==> src/rtl/fetch_stage.sv <==
// Instruction-fetch stage: owns the PC, drives instruction memory and loads the
// IF/ID register feeding decode. Handles stalls, redirects and HALT freeze.
module fetch_stage #(
  parameter logic [15:0] NOP_INSTR = 16'h0800,
  parameter logic [15:0] RESET_PC  = 16'h0000
) (
  input  logic        clk,
  input  logic        rst,
  input  logic        stall,
  input  logic        redirect,
  input  logic [15:0] redirectPc,
  output logic [15:0] imemAddr,
  input  logic [15:0] imemData,
  output logic [15:0] instrOut,
  output logic [15:0] nextPcOut,
  output logic        validOut,
  output logic        halted,
  output logic        err
);

  // Handshake: decode consumes instrOut/nextPcOut whenever validOut=1; a stall
  // holds everything (no consumption), a redirect replaces the slot with a bubble.
  typedef enum logic {RUN, HALTED} state_t;

  state_t      state;
  logic [15:0] pc;
  logic [15:0] pc_plus2;
  logic        is_halt;

  assign pc_plus2 = pc + 16'd2;
  assign is_halt  = (imemData[15:11] == 5'b00000);
  assign imemAddr = pc;
  assign halted   = (state == HALTED);

  always_ff @(posedge clk) begin
    if (rst) begin
      pc        <= RESET_PC;
      instrOut  <= NOP_INSTR;
      nextPcOut <= 16'h0000;
      validOut  <= 1'b0;
      state     <= RUN;
      err       <= 1'b0;
    end else if (redirect) begin
      // Redirect overrides a stall; an odd target is aligned and flagged.
      pc        <= {redirectPc[15:1], 1'b0};
      instrOut  <= NOP_INSTR;
      nextPcOut <= 16'h0000;
      validOut  <= 1'b0;
      state     <= RUN;
      if (redirectPc[0]) err <= 1'b1;
    end else if (!stall) begin
      case (state)
        RUN: begin
          instrOut  <= imemData;
          nextPcOut <= pc_plus2;
          validOut  <= 1'b1;
          if (is_halt) state <= HALTED;
          else         pc    <= pc_plus2;
        end
        default: begin
          instrOut  <= NOP_INSTR;
          nextPcOut <= 16'h0000;
          validOut  <= 1'b0;
          state     <= HALTED;
        end
      endcase
    end
  end

endmodule
==> config.mk <==
export PLATFORM = sky130hd
export DESIGN_NAME = fetch_stage
export DESIGN_NICKNAME = d
export VERILOG_FILES = /design/src/rtl/fetch_stage.sv
export SDC_FILE = /design/constraint.sdc
export NUM_CORES = 1
export LEC_CHECK = 0
export ABC_AREA = 1
export BUFFER_PORTS_ARGS = -buffer_cell sky130_fd_sc_hd__buf_4
export CORE_ASPECT_RATIO = 1.4
export CORE_UTILIZATION = 45
export CTS_CLUSTER_DIAMETER = 40
export DETAILED_ROUTE_END_ITERATION = 6
export GPL_ROUTABILITY_DRIVEN = 0
export HOLD_SLACK_MARGIN = 0.02
export PLACE_DENSITY = 0.84
export SYNTH_ARGS = -nofsm -noshare
export SYNTH_HDL_FRONTEND = slang
export SYNTH_SLANG_ARGS = --single-unit
export TNS_END_PERCENT = 5
==> constraint.sdc <==
create_clock -name clk -period 1.7 [get_ports clk]
set_input_delay 0.085 -clock clk [delete_from_list [all_inputs] [get_ports clk]]
set_output_delay 0.085 -clock clk [all_outputs]
set_load 0.02 [all_outputs]
After elaboration in Yosys (flattened, before gate mapping)
Cells that the tools add are included.
Word-level totals
  bits in registers: 51
  input bits: 36
  output and inout port bits: 51
Cells by class
  add/subtract/negate cells: 1
  equality and inequality tests: 3
  mux-type cells: 9
  bitwise operators: 3
  reductions and logical operators: 5
Operators by type and width (number)
  2-to-1 mux 16 bit: 6
  adder 16 x 2 -> 16 bit (second input constant): 1
  AND reduction 3 bit: 2
  logical NOT 5 bit: 1
  inequality test 2 bit (second input constant): 2
  2-to-1 mux 1 bit: 3
  inverter 1 bit: 3
  inequality test 2 x 1 -> 1 bit (second input constant): 1
  AND reduction 2 bit: 1
  OR reduction 2 bit: 1

Longest topological paths before layout
Gate-level depths: netlist of the first run.
  depth after elaboration: 5
  mapped depth: 10
  depth with buffers taken out: 10

Worst setup path after synthesis of the first run
OpenSTA, ideal clock, no wires.
  path kind: register to register
  start point: register pc[1] (netlist: imemAddr[1])
  end point: register pc[9] (netlist: imemAddr[9])
  arrival time: 1.307 ns
  required time: 1.591 ns
  slack: 0.284 ns
  cell stages (with the launch flop): 11
  buffers on the path: 0
  cell sequence: dfxtp_1 ha_1 nand3_2 inv_2 nand2_1 nand2_1 nand2_1 nand2_1 nand3_1 nand2_1 inv_1
Between the ends
  word-level cells in the longest chain between the ends: 5
Ends and longest elaborated chain
  start: declaration: line 26  | logic [15:0] pc;
  start signal: assignment: line 45  | pc <= {redirectPc[15:1], 1'b0};
  start signal: assignment: line 58  | else pc <= pc_plus2;
  adder 16 x 2 -> 16 bit: line 30  | assign pc_plus2 = pc + 16'd2;
  2-to-1 mux 16 bit: line 57  | if (is_halt) state <= HALTED;
  2-to-1 mux 16 bit: line 52  | case (state)
  2-to-1 mux 16 bit: line 51  | end else if (!stall) begin
  2-to-1 mux 16 bit: line 43  | end else if (redirect) begin
Every way passes these cells. The select of a mux whose other input is x is not followed.
A chain may end at the register's enable or synchronous reset.

Final worst setup path of the first run
Same ends and word-level chain as after synthesis.

==> impl_metrics.tcl, run 1 <==
set metrics [dict create \
    num_vias 2434 \
    drv_slew 0 \
    syn-instance-count 341 \
    unrepaired_setup_endpoints_after_global_routing "no" \
    synth.distinct_cells 28 \
    clk_root_buffer_cell "clkbuf_8" \
    power.switching_mw 0.672 \
    clockPowerShare_pct 34.5 \
    yosys_warnings 0 \
    crit_buf_inv 2 \
    setup.worst_path.start "imemAddr[1]" \
    max_stage_delay_ns 0.42 \
    drtPass1Iterations 4 \
    power_leakage_nw 1.45 \
    final_min_period_over_clock_period_pct 84.6 \
    power_frac_comb_pct 16.4 \
    critical_path.slowest_cell "dfxtp_1" \
    reg2reg_from "imemAddr[1]" \
    ctsHtreeMaxLevel 2 \
    fin_crit_ns 1.44 \
    fp.dieH_um 87.9 \
    timing_hold_violations_final 0 \
    route.met2.wl_um 3100 \
    synth_ff_type "dfxtp_1" \
    final_nets 459 \
    place.port_buffers 84 \
    floorplan.initialDensity_pct 47.9 \
    flop_and_latch_count_out_of_synthesis 49 \
    setup_violations 0 \
    arrival_ns 1.65 \
    hp-class "in -> reg" \
    detail_route.wirelength_um 5900 \
    cts_tree "done" \
    outcome "completed" \
    antenna_cells 0 \
    ff_latch_area_um2 981 \
    area_delta_synth_final_pct 32.7 \
    cp-end-kind "flop" \
    cap_viol_max_count 0 \
    startpoint_type "flop" \
    post_route_cells_drive_above_1_share_pct 28.1 \
    synth.cell_area_um2 2370 \
    fmax_ghz 0.696 \
    core_footprint_um2 4950 \
    multi_input_comb_area_um2 1170 \
    synth_edf_count 0 \
    row_count 30 \
    syn-mean-instance-area_um2 6.96 \
    internal_power_mw 1.85 \
    worstSkewPairLatency_ns 0.30 \
    cts_sinks 49 \
    worstSetupPathType "reg -> reg" \
    hpwl_after_detailed_placement_um 4470 \
    wl_met1_um 2370 \
    routed_met3_length_um 350 \
    grt-ovfl-total 0 \
    sequentialPowerShare_pct 49.1 \
    final_antenna_net_count 0 \
    clock_skew_ns 0.00393 \
    powerDensity_nw_per_um2 800 \
    worst-r2r-setup-slack_ns 0.26 \
    crit_path_cell_trace "ha_1 -> nand3_2 -> inv_2 -> nand2_1 -> nand2_1 -> nand2_1 -> nand2_1 -> nand3_1 -> nand2_1 -> inv_1" \
    synth_seq_area_share_pct 41.3 \
    antenna_found_initial 0 \
    vdd.ir_drop.worst_mv 0.472 \
    drt-vias-per-instance 5.00 \
    timing.setup.tns_ns 0 \
    crit_top_cell "nand2_1" \
    floorplan.die_area_um2 5570 \
    grt_start_max_net_pins 34 \
    drtIter0Drc 93 \
    critical_path_peak_fanout 7 \
    ctsLongestPathBuffers 2 \
    crit_family "simple AND/OR/NAND/NOR gates" \
    cts_made_buffers 5 \
    layout.filler_cells 475 \
    fin_hold_ws_ns 0.0320 \
    power.switching_fraction_pct 26.7 \
    first_global_vias 2275 \
    grt_first_pass_wirelength_um 9960 \
    die_w_um 63.4 \
    wl_per_cell_um 12.1 \
    holdCritStartpoint "imemData[11]" \
    synth-async-reset-ratio_pct 0 \
    top_signal_layer_used "met4" \
    final-instance-count-excl-fill 487 \
    post_cts.resized_instances 0 \
    place.detailed.instances 478 \
    cts.reportedPaths.clkPinSlew_ns 0.09 \
    cp.required_ns 1.91 \
    track_usage_pct 22.3 \
    drc_errors 0 \
    design.portCount 87 \
]
[metal layers]
| metal | up-vias | track usage [%] |
|---|---|---|
| li1 | 1248 | - |
| met1 | 1092 | 25.7 |
| met2 | 86 | 41.1 |
| met3 | 8 | 4.04 |
| met4 | 0 | 7.44 |
| met5 | - | 0 |
[worst paths after layout]
check	cells after the start	end
max	10	imemAddr[9]
min	3	instrOut[11]
max reg2reg	10	imemAddr[9]
min reg2reg	2	instrOut[15]
[layout by cell type, fill, tap and decap left out, drive strengths merged, types with 6 or more instances in the layout]
cell type and instances:
inv 33, nor2 24, nand3 37, a21oi 41, clkbuf 6, dfxtp 49, nand4 6, nand2 120
o21ai 6, buf 89
[Yosys cell counts (2+ instances only)]
library cell | n | share of area (%)
nor2_8 | 2 | 1.7
nand3_1 | 34 | 7.2
nand2_4 | 2 | 0.95
o21ai_0 | 5 | 1.1
a21oi_1 | 41 | 8.6
nor2_4 | 3 | 1.4
nand2_2 | 2 | 0.53
clkbuf_1 | 4 | 0.63
dfxtp_1 | 49 | 41
inv_2 | 4 | 0.63
buf_4 | 4 | 1.3
nor3_2 | 2 | 0.84
inv_1 | 29 | 4.6
buf_2 | 7 | 1.5
nand4_1 | 6 | 1.6
nor2_2 | 2 | 0.53
nor2_1 | 17 | 2.7
nand2_1 | 116 | 18
nand3_2 | 3 | 1.3
[power by group through the flow]
stage               Clock [mW]  Combinational [mW]  Sequential (mW)
floorplan                    0               0.195             1.31
global placement             0               0.403             1.26
detailed placement           0               0.412             1.26
CTS                      0.893               0.414             1.24
global route             0.937               0.453             1.24
finish                   0.869               0.413             1.24
[registers in the layout (all words and copies together), names as in the netlist]
signal and cells:
halted 1, instrOut 16, validOut 1, err 1, imemAddr 15, nextPcOut 15
[what timing repair did]
item	in CTS	in global routing
hold buffers	1	0
buffers inserted	0	0
hold endpoints to repair	1	0
[kinds of logic (layout without fill, tap and decap cells)]
family	Yosys count	count (layout)	synth area share [%]
buffers and inverters	50	131	9.70
DFF	49	49	41.3
AOI/OAI and AO/OA	48	48	10.3
other	1	2	0.158
and+or+nand+nor	191	191	37.6
adders and majority gates	1	1	0.527
xor gates and xnor gates	1	1	0.369
[tightest hold or removal path, cell delays in order]
cell and delay, ns:
buf_4 0.09, o22ai_1 0.07, nand2_1 0.05
[final cells by class]
| class | count | share of cell area (%) |
|---|---|---|
| multi-input combinational | 243 | 37.0 |
| clock inverter | 2 | 1.19 |
| sequential | 49 | 31.1 |
| inverter | 33 | 3.93 |
| clock buffer | 6 | 2.62 |
| tap | 64 | 2.54 |
| timing repair buffer | 90 | 21.5 |
[stage by stage]
step / total power [mW] / setup slack, ns / cell area, um2 / utilization [%]
global route: 2.63 / 0.157 / 3150 / 63.6
detailed placement: 1.68 / 0.289 / 3020 / 60.9
CTS: 2.54 / 0.285 / 3150 / 63.6
floorplan: 1.50 / 0.284 / 2380 / -
global placement: 1.66 / 0.381 / 3020 / 60.9
finish: 2.52 / 0.262 / 3150 / 63.6
Power figures use the tool's default switching activity.
==> run 2, diff against run 1 <==
- CORE_UTILIZATION: 45 -> 44
- PLACE_DENSITY: 0.84 -> 0.85
- clock period: 1.7 -> 1.3 ns (I/O delays scaled with it)
==> run 2 against run 1 <==
Critical path type unchanged. Power up 24%. Sequential share of layout area down 1.5 points. Global-route usage up 0.72 points.
==> impl_metrics.tcl, run 2 (synthesized netlist as in run 1, its figures left out) <==
set metrics [dict create \
    wl_per_cell_um 13.0 \
    final_min_period_over_clock_period_pct 100 \
    critical_path_peak_fanout 4 \
    worst-r2r-cell-count 8 \
    ctsLongestPathBuffers 2 \
    row_count 31 \
    layout_commonest_cell "nand2_1" \
    total_power_mw 3.13 \
    cts_made_buffers 5 \
    crit_path_cell_trace "buf_4 -> nand3_4 -> o21ai_0 -> nand2_1 -> nand2_1 -> nand3_1 -> nand2_1 -> inv_1" \
    floorplan.initialDensity_pct 45.7 \
    design.portCount 87 \
    setup_violations 0 \
    clock_skew_ns 0.00712 \
    largest_register_ff_count 16 \
    crit_cells 8 \
    cts_sinks 49 \
    worstSetupPathType "reg -> reg" \
    cp-end-kind "flop" \
    worstSkewPairLatency_ns 0.30 \
    fmax_ghz 0.769 \
    drc_errors 0 \
    timing_hold_violations_final 0 \
    num_vias 2539 \
    power_leakage_nw 1.53 \
    mostFrequentLayoutCells "115 x nand2_1, 98 x buf_4, 41 x a21oi_1, 41 x dfxtp_1, 34 x nand3_1" \
    antenna_found_initial 0 \
    powerDensity_nw_per_um2 937 \
    registers.top_by_ff_count "instrOut" \
    cp.required_ns 1.51 \
    core_footprint_um2 5200 \
    crit_top_cell "nand2_1" \
    final_antenna_net_count 0 \
    die_w_um 64.1 \
    floorplan.die_area_um2 5700 \
    reg2reg_from "imemAddr[2]" \
    hpwl_after_detailed_placement_um 4560 \
    cap_viol_max_count 0 \
    track_usage_pct 23.0 \
    startpoint_type "flop" \
    unrepaired_setup_endpoints_after_global_routing "yes" \
    layout.filler_cells 454 \
    grt-ovfl-total 0 \
    place.port_buffers 84 \
    drt-vias-per-instance 5.01 \
    clk_root_buffer_cell "clkbuf_8" \
    fp.dieH_um 88.9 \
    ctsHtreeMaxLevel 2 \
    final_nets 477 \
    place.detailed.instances 489 \
    critical_path.slowest_cell "dfxtp_2" \
    worst_setup_path_endpoint "imemAddr[6]" \
    fin_crit_ns 1.30 \
    first_global_vias 2272 \
    crit_buf_inv 2 \
    cts.reportedPaths.clkPinSlew_ns 0.09 \
    crit_family "simple AND/OR/NAND/NOR gates" \
    detail_route.wirelength_um 6580 \
    area_delta_synth_final_pct 40.6 \
    multi_input_comb_area_um2 1210 \
    arrival_ns 1.51 \
    drtPass1Iterations 4 \
    drv_slew 0 \
    outcome "completed" \
    hp-class "in -> reg" \
    setup.worst_path.start "imemAddr[2]" \
    cts_tree "done" \
    final-instance-count-excl-fill 507 \
    holdCritStartpoint "imemData[14]" \
    grt_start_max_net_pins 34 \
    post_route_cells_drive_above_1_share_pct 31.7 \
    ff_latch_area_um2 991 \
    worst-r2r-setup-slack_ns 0.0004 \
    max_stage_delay_ns 0.36 \
    antenna_cells 0 \
    critical_path.reg2reg.endpoint "imemAddr[6]" \
    grt_first_pass_wirelength_um 10200 \
    vdd.ir_drop.worst_mv 0.582 \
    drtIter0Drc 108 \
]
[run 2: changes by cell type in the layout (fill, tap and decap cells not counted), moves of 8 or more]
cell,delta
dfxtp_1,-8
dfxtp_2,+8
dlygate4sd3_1,+9
buf_4,+9
[run 2: power by group]
group / total (mW) / switching [mW] / leakage [nW] / internal, mW
Sequential: 1.62 / 0.0537 / 0.403 / 1.56
Clock: 0.893 / 0.520 / 0.0439 / 0.372
Combinational: 0.618 / 0.341 / 1.08 / 0.277
[run 2: layout make-up]
cell class / count / area share (%)
Multi-Input combinational cell: 243 / 36.3
Sequential cell: 49 / 29.7
Timing Repair Buffer: 108 / 25.0
Inverter: 33 / 3.86
Tap cell: 66 / 2.47
Clock buffer: 5 / 2.06
Clock inverter: 3 / 0.525
[run 2: worst min-delay path by stage]
| stage | endpoint | slack [ns] | depth (start not counted) |
|---|---|---|---|
| after floorplan | imemAddr[4] | 0.13 | 1 |
| after global placement | err | 0.30 | 3 |
| after detailed placement | err | 0.31 | 3 |
| after CTS | instrOut[8] | 0.02 | 3 |
| after global routing | instrOut[12] | 0.03 | 3 |
| final | instrOut[14] | 0.03 | 3 |
[run 2: metrics by stage]
stage | TNS, ns | util, % | instance area, um2 | setup slack, ns | hold WS [ns]
after CTS | 0 | 63.1 | 3280 | 0.0154 | 0.0206
after detailed placement | 0 | 59.5 | 3090 | 0.0218 | 0.309
after floorplan | 0 | - | 2380 | 0.000881 | 0.134
after global routing | -0.0975 | 64.2 | 3340 | -0.0702 | 0.0282
after global placement | 0 | 59.5 | 3090 | 0.0850 | 0.301
final | 0 | 64.2 | 3340 | 0.000412 | 0.0325
[run 2: tightest hold or removal path, stage by stage]
cell     delay (ns)
buf_4          0.11
nand2_1        0.06
a21oi_1        0.05
[run 2: per-layer routing]
metal / vias to the layer above / track usage (%) / wire [um] / part of all wire (%)
met5: - / 0 / 0 / 0
met4: 0 / 12.2 / 176 / 2.7
met3: 18 / 3.44 / 417 / 6.3
met2: 100 / 43.1 / 3410 / 52
met1: 1143 / 24.9 / 2580 / 39
li1: 1278 / - / - / -
[run 2: timing repair]
item | 4_1_cts | 5_1_grt
resized for setup | 0 | 17
hold buffers | 10 | 0
endpoints found under the hold margin | 10 | 0
buffers inserted | 0 | 0
setup endpoints to repair | 0 | 17
